File: config.mk
export PLATFORM = sky130hd
export DESIGN_NAME = gol_bank_rotator
export DESIGN_NICKNAME = d
export VERILOG_FILES = /design/src/rtl/gol_bank_rotator.sv
export SDC_FILE = /design/constraint.sdc
export NUM_CORES = 1
export LEC_CHECK = 0
export CORE_AREA = 2 2 215 217
export DETAILED_ROUTE_END_ITERATION = 16
export DIE_AREA = 0 0 217 219
export GPL_TIMING_DRIVEN = 0
export SLEW_MARGIN = 10
export SYNTH_ARGS = -nofsm -noshare
export SYNTH_HDL_FRONTEND = slang
export SYNTH_SLANG_ARGS = --single-unit
File: constraint.sdc
create_clock -name clk_i -period 3.1 [get_ports clk_i]
set_clock_uncertainty 0.2 [all_clocks]
set_input_delay 0.62 -clock clk_i [delete_from_list [all_inputs] [get_ports clk_i]]
set_output_delay 0.62 -clock clk_i [all_outputs]
set_load 0.02 [all_outputs]
File: src/rtl/gol_bank_rotator.sv
// gol_bank_rotator: rotates Game-of-Life generation banks across mirrored RAM pairs (A=evolver, B=display).
// Optional live-cell counter is compiled in when GOL_BANK_POPCNT_EN is defined.
module gol_bank_rotator #(
    parameter int ADDR_W    = 14,
    parameter int DATA_W    = 32,
    parameter int NUM_BANKS = 2,
    parameter int GEN_W     = 16,
    localparam int IDX_W    = $clog2(NUM_BANKS),
    localparam int POP_W    = ADDR_W + $clog2(DATA_W) + 1,
    localparam int NPHYS    = 2 * NUM_BANKS
) (
    input  logic                      clk_i,
    input  logic                      rst_i,
    input  logic                      mode_load_i,
    input  logic [ADDR_W-1:0]         ld_addr_i,
    input  logic [DATA_W-1:0]         ld_wdata_i,
    input  logic                      ld_wren_i,
    input  logic [ADDR_W-1:0]         ev_raddr_i,
    input  logic                      ev_rden_i,
    output logic [DATA_W-1:0]         ev_rdata_o,
    input  logic [ADDR_W-1:0]         ev_waddr_i,
    input  logic [DATA_W-1:0]         ev_wdata_i,
    input  logic                      ev_wren_i,
    input  logic                      swap_req_i,
    output logic                      swap_ack_o,
    input  logic                      frame_start_i,
    input  logic [ADDR_W-1:0]         disp_addr_i,
    input  logic                      disp_rden_i,
    output logic [DATA_W-1:0]         disp_rdata_o,
    output logic [IDX_W-1:0]          src_idx_o,
    output logic [IDX_W-1:0]          disp_idx_o,
    output logic [GEN_W-1:0]          generation_o,
    output logic [POP_W-1:0]          pop_count_o,
    output logic [NPHYS*ADDR_W-1:0]   bank_addr_o,
    output logic [NPHYS*DATA_W-1:0]   bank_wdata_o,
    output logic [NPHYS-1:0]          bank_wren_o,
    output logic [NPHYS-1:0]          bank_rden_o,
    input  logic [NPHYS*DATA_W-1:0]   bank_q_i
);

    localparam int NSEL = 2 ** IDX_W;
    localparam int QW   = 2 * NSEL * DATA_W;

    typedef enum logic [1:0] {
        ST_LOAD = 2'd0,
        ST_RUN  = 2'd1,
        ST_PEND = 2'd2
    } state_e;

    state_e             state_q;
    logic [IDX_W-1:0]   src_idx_q;
    logic [IDX_W-1:0]   disp_idx_q;
    logic [IDX_W-1:0]   ev_sel_q;
    logic [IDX_W-1:0]   disp_sel_q;
    logic               ev_vld_q;
    logic               disp_vld_q;
    logic               swap_ack_q;
    logic [GEN_W-1:0]   gen_q;

    logic [IDX_W-1:0]   dst_s;
    logic               accept_s;
    logic               swap_seen_s;
    logic               commit_s;
    logic [NPHYS-1:0]   wren_s;
    logic [QW-1:0]      q_pad_s;
    logic [DATA_W-1:0]  q_a_s [NSEL];
    logic [DATA_W-1:0]  q_b_s [NSEL];

    assign dst_s    = (src_idx_q == IDX_W'(NUM_BANKS - 1)) ? '0 : src_idx_q + IDX_W'(1);
    assign accept_s = frame_start_i || ((NUM_BANKS >= 3) && (disp_idx_q == src_idx_q));
    // The requester still holds swap_req during the ack cycle; that cycle must not re-trigger.
    assign swap_seen_s = swap_req_i && !swap_ack_q && !mode_load_i && (state_q != ST_LOAD);
    assign commit_s    = swap_seen_s && accept_s;

    // Bank rotation FSM with registered control outputs and read-select pipeline.
    always_ff @(posedge clk_i or posedge rst_i) begin
        if (rst_i) begin
            state_q    <= ST_RUN;
            src_idx_q  <= '0;
            disp_idx_q <= '0;
            ev_sel_q   <= '0;
            disp_sel_q <= '0;
            ev_vld_q   <= 1'b0;
            disp_vld_q <= 1'b0;
            swap_ack_q <= 1'b0;
            gen_q      <= '0;
        end else begin
            swap_ack_q <= 1'b0;
            ev_vld_q   <= ev_rden_i && (state_q != ST_LOAD);
            disp_vld_q <= disp_rden_i && (state_q != ST_LOAD);
            ev_sel_q   <= src_idx_q;
            disp_sel_q <= disp_idx_q;
            if (mode_load_i) begin
                state_q    <= ST_LOAD;
                src_idx_q  <= '0;
                disp_idx_q <= '0;
                gen_q      <= '0;
            end else begin
                case (state_q)
                    ST_LOAD: state_q <= ST_RUN;
                    ST_RUN, ST_PEND: begin
                        if (commit_s) begin
                            state_q    <= ST_RUN;
                            swap_ack_q <= 1'b1;
                            src_idx_q  <= dst_s;
                            gen_q      <= gen_q + GEN_W'(1);
                        end else if (swap_seen_s) begin
                            state_q <= ST_PEND;
                        end else begin
                            state_q <= ST_RUN;
                        end
                        if (frame_start_i) begin
                            disp_idx_q <= commit_s ? dst_s : src_idx_q;
                        end else begin
                            disp_idx_q <= disp_idx_q;
                        end
                    end
                    default: state_q <= ST_RUN;
                endcase
            end
        end
    end

    // Physical RAM routing: loader broadcasts, otherwise dst takes writes on both copies.
    always_comb begin
        bank_addr_o  = '0;
        bank_wdata_o = '0;
        bank_rden_o  = '0;
        wren_s       = '0;
        for (int b = 0; b < NUM_BANKS; b++) begin
            if (state_q == ST_LOAD) begin
                for (int c = 0; c < 2; c++) begin
                    bank_addr_o[(2*b+c)*ADDR_W +: ADDR_W]  = ld_addr_i;
                    bank_wdata_o[(2*b+c)*DATA_W +: DATA_W] = ld_wdata_i;
                    wren_s[2*b+c]                          = ld_wren_i;
                end
            end else if (dst_s == IDX_W'(b)) begin
                for (int c = 0; c < 2; c++) begin
                    bank_addr_o[(2*b+c)*ADDR_W +: ADDR_W]  = ev_waddr_i;
                    bank_wdata_o[(2*b+c)*DATA_W +: DATA_W] = ev_wdata_i;
                    wren_s[2*b+c]                          = ev_wren_i;
                end
            end else begin
                bank_addr_o[(2*b)*ADDR_W +: ADDR_W]   = ev_raddr_i;
                bank_rden_o[2*b]                      = ev_rden_i && (src_idx_q == IDX_W'(b));
                bank_addr_o[(2*b+1)*ADDR_W +: ADDR_W] = disp_addr_i;
                bank_rden_o[2*b+1]                    = disp_rden_i && (disp_idx_q == IDX_W'(b));
            end
        end
    end

    assign bank_wren_o = rst_i ? '0 : wren_s;

    // Split RAM read data into per-bank A/B words, padded to a power-of-two table.
    always_comb begin
        q_pad_s = QW'(bank_q_i);
        for (int b = 0; b < NSEL; b++) begin
            q_a_s[b] = q_pad_s[(2*b)*DATA_W +: DATA_W];
            q_b_s[b] = q_pad_s[(2*b+1)*DATA_W +: DATA_W];
        end
    end

    assign ev_rdata_o   = (ev_vld_q && (state_q != ST_LOAD)) ? q_a_s[ev_sel_q] : '0;
    assign disp_rdata_o = (disp_vld_q && (state_q != ST_LOAD)) ? q_b_s[disp_sel_q] : '0;
    assign swap_ack_o   = swap_ack_q;
    assign src_idx_o    = src_idx_q;
    assign disp_idx_o   = disp_idx_q;
    assign generation_o = gen_q;

`ifdef GOL_BANK_POPCNT_EN
    logic [POP_W-1:0] acc_q;
    logic [POP_W-1:0] pop_q;
    logic [POP_W-1:0] acc_sum_s;

    function automatic logic [POP_W-1:0] popcnt(input logic [DATA_W-1:0] w);
        logic [POP_W-1:0] n;
        n = '0;
        for (int i = 0; i < DATA_W; i++) begin
            n = n + POP_W'(w[i]);
        end
        return n;
    endfunction

    assign acc_sum_s = acc_q + ((ev_wren_i && (state_q != ST_LOAD)) ? popcnt(ev_wdata_i) : '0);

    // Live-cell accumulator; a commit folds in the same-cycle write before latching.
    always_ff @(posedge clk_i or posedge rst_i) begin
        if (rst_i) begin
            acc_q <= '0;
            pop_q <= '0;
        end else if (mode_load_i || (state_q == ST_LOAD)) begin
            acc_q <= '0;
            pop_q <= '0;
        end else if (commit_s) begin
            acc_q <= '0;
            pop_q <= acc_sum_s;
        end else begin
            acc_q <= acc_sum_s;
        end
    end

    assign pop_count_o = pop_q;
`else
    assign pop_count_o = '0;
`endif

endmodule

Yosys cells after proc, flatten, opt, wreduce, memory -nomap -nowiden
Index checks and enable logic that the tools add are counted.
{"block": "totals", "register_bits": 25, "elab_cells": 83}
{"block": "classes", "addsub": 2, "magnitude_cmp": 2, "n_eq_ne": 2, "n_mux": 42, "bitwise": 4, "n_reduce_logical": 22}
{"cell": "$mux W32", "count": 8}
{"cell": "$mux W64", "count": 4}
{"cell": "$mux W28", "count": 4}
{"cell": "$mux W16", "count": 3}
{"cell": "$mux W2", "count": 12}
{"cell": "$add A16 B1 Y16 const B", "count": 1}
{"cell": "$logic_and A1 B1 Y1", "count": 12}
{"cell": "$mux W1", "count": 10}
{"cell": "$reduce_bool A2 Y1", "count": 4}
{"cell": "$ge A2 B2 Y1 const B", "count": 2}
{"cell": "$mux W4", "count": 1}
{"cell": "$not A1 Y2", "count": 2}
{"cell": "$reduce_and A2 Y1", "count": 2}
{"cell": "$eq A2 B1 Y1 const B", "count": 1}
{"cell": "$eq A2 B2 Y1 const B", "count": 1}
{"cell": "$logic_not A1 Y1", "count": 2}
{"cell": "$logic_not A2 Y1", "count": 1}
{"cell": "$not A1 Y1", "count": 2}
{"cell": "$reduce_or A2 Y1", "count": 1}
{"cell": "$add A1 B1 Y1 const B", "count": 1}

Logic depth before layout (Yosys ltp)
{"block": "logic_depth", "word_depth": 9, "ltp_mapped": 9, "mapped_depth_nobuf": 7}

Worst setup path after synthesis
No wires, ideal clock.
{"block": "synth_path", "kind": "register to output", "startpoint": "reg state_q[0]", "endpoint": "out bank_wdata_o[44]", "t_arrival_ns": 1.879, "t_required_ns": 2.280, "slack_ns": 0.401, "path_stages_with_launch": 8, "path_buffers": 3, "cell_sequence": "dfstp_2 inv_1 ha_1 buf_6 nor2_1 clkbuf_1 a22o_1 buf_4"}
{"block": "synth_between", "elab_chain_len": 2}
{"element": "start: declaration", "line": "50", "source": "state_e state_q;"}
{"element": "start signal: assignment", "line": "78", "source": "state_q <= ST_RUN;"}
{"element": "start signal: assignment", "line": "94", "source": "state_q <= ST_LOAD;"}
{"element": "start signal: assignment", "line": "100", "source": "ST_LOAD: state_q <= ST_RUN;"}
{"element": "$logic_not A2 Y1", "line": "131", "source": "if (state_q == ST_LOAD) begin"}
{"element": "$mux W64", "line": "131"}
{"element": "end: declaration", "line": "35", "source": "output logic [NPHYS*DATA_W-1:0] bank_wdata_o,"}
Every way passes these cells.

Final worst setup path
{"block": "layout_path", "startpoint": "reg state_q[0]", "endpoint": "out bank_addr_o[3]"}
{"block": "layout_between", "elab_chain_len": 2}
{"element": "$logic_not A2 Y1", "line": "131"}
{"element": "$mux W28", "line": "131"}
{"element": "end: declaration", "line": "34", "source": "output logic [NPHYS*ADDR_W-1:0] bank_addr_o,"}
Every way passes these cells.

==> qor.txt <==
Setup TNS: 0 ps
largest family of logic cells by synthesized area: compound AO/OA/AOI/OAI gates
CP Capture Type: output pin
multiplexer share of the synthesized area: 15.4%
minimum clock period: 3060 ps
nets: 1427
Clock Tree Buf Depth: 2
number of buffers created by CTS: 3
CP delay by family, top: buffers and inverters
Hold Buf Count CTS: 0
H-tree levels: 1
synth warn: 0
Layout Utilization: 22.8%
CP bufs+invs: 5
required time of the worst setup path: 2280 ps
area occupied by multi-input gates: 0.00303 mm²
Die Span X: 217 µm
Global Route Usage Sum: 10.8%
Synth Area in Compound Gates: 25.3%
Syn-to-layout area delta: 142%
FF/Latch Area: 628 µm²
count of final hold-check violations: 0
final wirelength: 28.9 mm
DR vias/cell: 3.77
post-synthesis simple-gate area fraction: 22.3%
Reg clk slew, reported paths: 70 ps
antenna viol nets, final: 0
Post-synth EDFFs: 0
fraction of registers with async set/reset: 100%
MaxCap Viol Count: 0
Max FO, Critical Path: 10
mapped cell area: 0.00425 mm²
Worst Path Arrival: 2230 ps
Slowest-stage cell, CP: dfstp_2
sequential element share of the synthesized area: 14.8%
share of cells above drive strength 1: 25.6%
Startpoint Class: register
Hold Slack: 332 ps
fin. max-slew vios: 0
CTS tree: done
vias: 6660
total core area: 0.0451 mm²
worst-margin pin slew: 1010 ps
RSZ-0062 raised after global routing: false
most common cell after layout, fill and taps aside: clkdlybuf4s50_1
most frequent cells in the layout: clkdlybuf4s50_1, dlygate4sd2_1, clkbuf_2, buf_4, a21oi_1
fillcell total: 5098
final setup fails: 0
Cell Area, Placed: 0.0104 mm²
Die H: 219 µm
num ports: 552
post-synthesis adder-cell area fraction: 0.589%
initial DRC count: 271
first-pass GRT wire length: 40.1 mm
row count: 78
Hold Path Class: reg -> reg
design area: 0.0103 mm²
status: complete, no violations
PortBufs: 531
final worst-path cycle share: 98.5%
Seq cells post-synth: 25
Clock Sinks: 25
top_reg_cell synth: dfrtp_1
xor/xnor share of the synthesized area: 1.44%
critical-path cell list: inv_1 > ha_1 > buf_6 > clkbuf_16 > clkbuf_8 > a21oi_4 > a21oi_1 > dlygate4sd2_1
largest net degree at the start of global routing: 26
VDD IR max: 0.117 mV
DP Wirelength: 24.6 mm
Max-slew headroom: 32.7%
DR pass1 iterations: 5
synthesized instance count: 609
vias in the first global route: 6730
Pwr per Cell Area: 222 mW/mm²
leakage power: 0.00452 µW
die area: 0.0475 mm²
GPL Wtd Cong: 0.916
post-synthesis cell type count: 34
fmax: 327 MHz
routed len/inst: 16.4 µm
initial antenna violation count: 1
worst skew pair latency: 270 ps
WS Path Type: reg -> out
DRC violations left: 0
initial core utilization: 9.42%
average instance area after synthesis: 6.97 µm²
grt ovf: 0
crit-path max cell delay: 510 ps
clk root buf: clkbuf_16
==> metrics by stage <==
| step | total power (µW) | instances | worst slack [ps] |
|---|---|---|---|
| 5_1_grt | 2420 | 1767 | 0.780 |
| 2_1_floorplan | 1130 | 628 | 401 |
| 3_5_place_dp | 2100 | 1759 | -917 |
| 4_1_cts | 2320 | 1767 | -7.06 |
| 3_3_place_gp | 2100 | 1759 | -897 |
| 6_report | 2290 | 1768 | 45.0 |
==> power by group <==
part           internal (µW)  leakage, µW  total (µW)  switching [µW]
Combinational            796      0.00414        1640             845
Sequential               333     0.000340         340            7.15
Clock                    179    0.0000415         305             126
==> metal layers <==
layer  wire [µm]  vias up  GRT usage, %  share of wire (%)
li1            -     3152             -                  -
met1       10700     3071          11.8                 37
met2       14900      391          20.4                 51
met3        2430       46          2.11                8.4
met4         908        0          4.20                3.1
met5           0        -             0                  0
==> synthesized netlist by cell type (2+ instances only) <==
cell type / number / area share (%)
a21oi_1: 92 / 11
a22o_1: 64 / 13
and2_1: 7 / 1.0
and3_1: 3 / 0.44
and4_1: 4 / 0.82
buf_1: 9 / 0.80
buf_4: 87 / 15
clkbuf_1: 35 / 3.1
dfrtp_1: 24 / 14
ha_1: 2 / 0.59
inv_1: 5 / 0.44
mux2i_1: 64 / 15
nand2_1: 69 / 6.1
nand2b_1: 4 / 0.59
nand3_1: 7 / 0.82
nand4_1: 5 / 0.74
nand4b_1: 2 / 0.41
nor2_1: 77 / 6.8
nor2b_1: 17 / 2.5
nor3b_1: 3 / 0.53
o21ai_0: 9 / 1.1
or3_1: 3 / 0.44
xnor2_1: 2 / 0.41
xor2_1: 5 / 1.0
==> registers in the layout (all words and copies together) (netlist names) <==
name,cells
swap_ack_o,1
ev_sel_q,1
src_idx_o,1
generation_o,16
ev_vld_q,1
state_q,2
disp_vld_q,1
disp_sel_q,1
disp_idx_o,1
==> final timing paths <==
check                                                     to                   start  depth (start not counted)  slack (ps)
worst max-delay path                          bank_addr_o[3]    state_q[0]$_DFF_PP1_                          8          50
worst min-delay path                    disp_sel_q$_DFF_PP0_  disp_idx_o$_DFFE_PP0P_                          0         330
worst max register to register  generation_o[15]$_DFFE_PP0P_    state_q[0]$_DFF_PP1_                          8         690
worst min register to register          disp_sel_q$_DFF_PP0_  disp_idx_o$_DFFE_PP0P_                          0         330
max in group asynchronous              src_idx_o$_DFFE_PP0P_                   rst_i                          2        1190
min in group asynchronous                 ev_sel_q$_DFF_PP0_                   rst_i                          2         840
==> logic make-up (layout without fill, tap and decap cells) <==
logic type / count (synthesis) / after routing
other: 1 / 21
multiplexers: 65 / 65
AND/OR/NAND/NOR: 205 / 205
AO/OA/AOI/OAI: 166 / 166
buffers and inverters: 138 / 677
flip-flops: 25 / 25
XOR/XNOR: 7 / 7
adder cells (fa/ha/maj): 2 / 2
==> what timing repair did <==
action	in CTS	in global routing
buffers inserted	4	0
hold endpoints to repair	0	0
resized for setup	441	210
pin swaps	4	0
setup endpoints to repair	256	156
==> cell type report <==
| type | count | area share [%] |
|---|---|---|
| multi-input cells | 465 | 29.5 |
| repair buffers | 535 | 46.0 |
| clock inverters | 1 | 0.0853 |
| inverters | 6 | 0.219 |
| flip-flops and latches | 25 | 6.11 |
| diodes | 1 | 0.0244 |
| clock buffers | 3 | 0.731 |
| well taps | 600 | 7.31 |
| plain buffers | 132 | 10.1 |
(Power assumes the default switching activity.)
==> variant (same flow settings) <==
Change the parameter `DATA_W` from 32 to 16.
--- a/src/rtl/gol_bank_rotator.sv
+++ b/src/rtl/gol_bank_rotator.sv
@@ -2,7 +2,7 @@
 // Optional live-cell counter is compiled in when GOL_BANK_POPCNT_EN is defined.
 module gol_bank_rotator #(
     parameter int ADDR_W    = 14,
-    parameter int DATA_W    = 32,
+    parameter int DATA_W    = 16,
     parameter int NUM_BANKS = 2,
     parameter int GEN_W     = 16,
     localparam int IDX_W    = $clog2(NUM_BANKS),
Interface: changed (7 resized); port bits go from 552 to 359. No check against the original RTL was run, so the function may have changed too.
==> variant against the unedited design <==
  * Count of clock-buffer cells in the layout unchanged
  * Design area down 27%
  * Register-to-register slack worse by 0.16 ns
  * Synthesized cell count down 25%
  * Sequential cell count unchanged
  * Critical endpoint is now bank_addr_o[26]
  * Largest cell class unchanged
  * Wire length down 27%
  * Clock power up 3%
  * Synthesized area down 25%
  * Non-clock buffer count down 240
  * Setup slack better by 0.0067 ns
  * Power down 23%
==> variant: results <==
[layout]
antennaDiodeCount = 0
layout-drive-gt1-share_pct = 19.56
final_nets = 987
final_cells = 1423

[logic_synthesis]
async_flop_share_pct = 100.0
synth.yosys.seq_area_share_pct = 19.73
syn_area_per_cell_um2 = 6.936
yosys-top-cells-count = "a21oi_1, nand2_1, buf_4"
synthDistinctLibCells = 36
synthTopCellsByArea = "dfrtp_1, a21oi_1, buf_4"
ys_warn_count = 0

[placement]
place_hpwl_um = 17000
post-place-ws_ns = -1.318
io_buffers = 339
place.gp.congestion = 0.8159
postPlaceCellArea_um2 = 7388

[drt]
drt-pass1-iter-count = 5
wl_met2_um = 10360
num_vias = 4839
top_layer = "met4"
wl_per_cell_um = 14.94
drtIter0Drc = 210
dr_wl_met3_um = 1955
wl_met1_um = 8337

[grt]
grt_pass1_wl_um = 29440
grt_pass1_vias = 4960
grtUsageMet2_pct = 15.22
gr-usage-met1_pct = 9.356
antenna_found_initial = 1
grt_usage_pct = 8.254
use_met3_pct = 1.899

[power_and_ir_drop]
p_leak_uw = 0.003171
total_power_uw = 1762
irDropWorstVdd_uv = 175.0

[sta]
whs_ns = 0.3639
setup_tns_ns = 0
fmaxAchievable_ghz = 0.3281
slew_headroom_pct = 26.89

[clock_tree]
worstSkewPairLatency_ns = 0.27
cts.path.max_buffers = 2
root_buffer = "clkbuf_16"

[hold_path]
hold_class = "flip-flop to flip-flop"

[critical_path]
crit_arrival_ns = 2.23
crit_fanout = 10
critPathMaxStageDelay_ns = 0.53
r2r_slack_ns = 0.53
cpLargestDelayFamily = "buffers and inverters"

[run_status]
status = "finished clean"
-- variant: changes by cell type after synthesis, sizes merged, moves of 2 or more --
cell / unedited run / this run
buf: 97 / 57
clkbuf: 35 / 27
and2: 7 / 3
nor2: 77 / 44
nand4b: 2 / 0
a22o: 64 / 32
mux2i: 64 / 32
or3: 3 / 5
-- variant: what timing repair did --
item	in CTS	in global routing
pin swaps	1	0
gates cloned	1	0
gates resized for setup	316	47
setup buffers	5	0
setup endpoints to repair	160	53
-- variant: worst paths after layout --
check | startpoint | end | cells past startpoint
max in group asynchronous | rst_i | src_idx_o | 2
worst max register to register | state_q[0] | generation_o[15] | 6
worst max-delay path | state_q[0] | bank_addr_o[26] | 7
worst min-delay path | generation_o[15] | generation_o[15] | 2
min in group asynchronous | rst_i | ev_vld_q | 2
worst min register to register | generation_o[15] | generation_o[15] | 2
-- variant: cells by family after synthesis --
kind of cell    Yosys count  synth area share, %
compound gates          135                25.25
xor+xnor                  8                2.206
fa+ha+maj                 2               0.7876
buf+inv                  90                16.98
flops                    25                19.73
mux                      32                10.08
other cells               1               0.1180
simple gates            165                24.85
-- variant: layout make-up --
class | instances | area, µm²
fill | 5181 | 37570
tap | 600 | 750.7
buffer | 82 | 643.1
sequential | 25 | 628.1
clock inverter | 1 | 8.758
inverter | 6 | 25.02
timing repair buffer | 345 | 3214
multi-input combinational | 361 | 2171
clock buffer | 3 | 75.07
-- variant: worst min-delay path, cell delays in order (launching register included) --
cell	delay, ns
dfrtp_1	0.40
o31ai_1	0.07
a21oi_1	0.06
-- variant: report_power, final --
group | internal [µW] | total, µW | switching, µW
clock | 179 | 313 | 134
sequential | 333 | 339 | 6.60
combinational | 527 | 1110 | 582
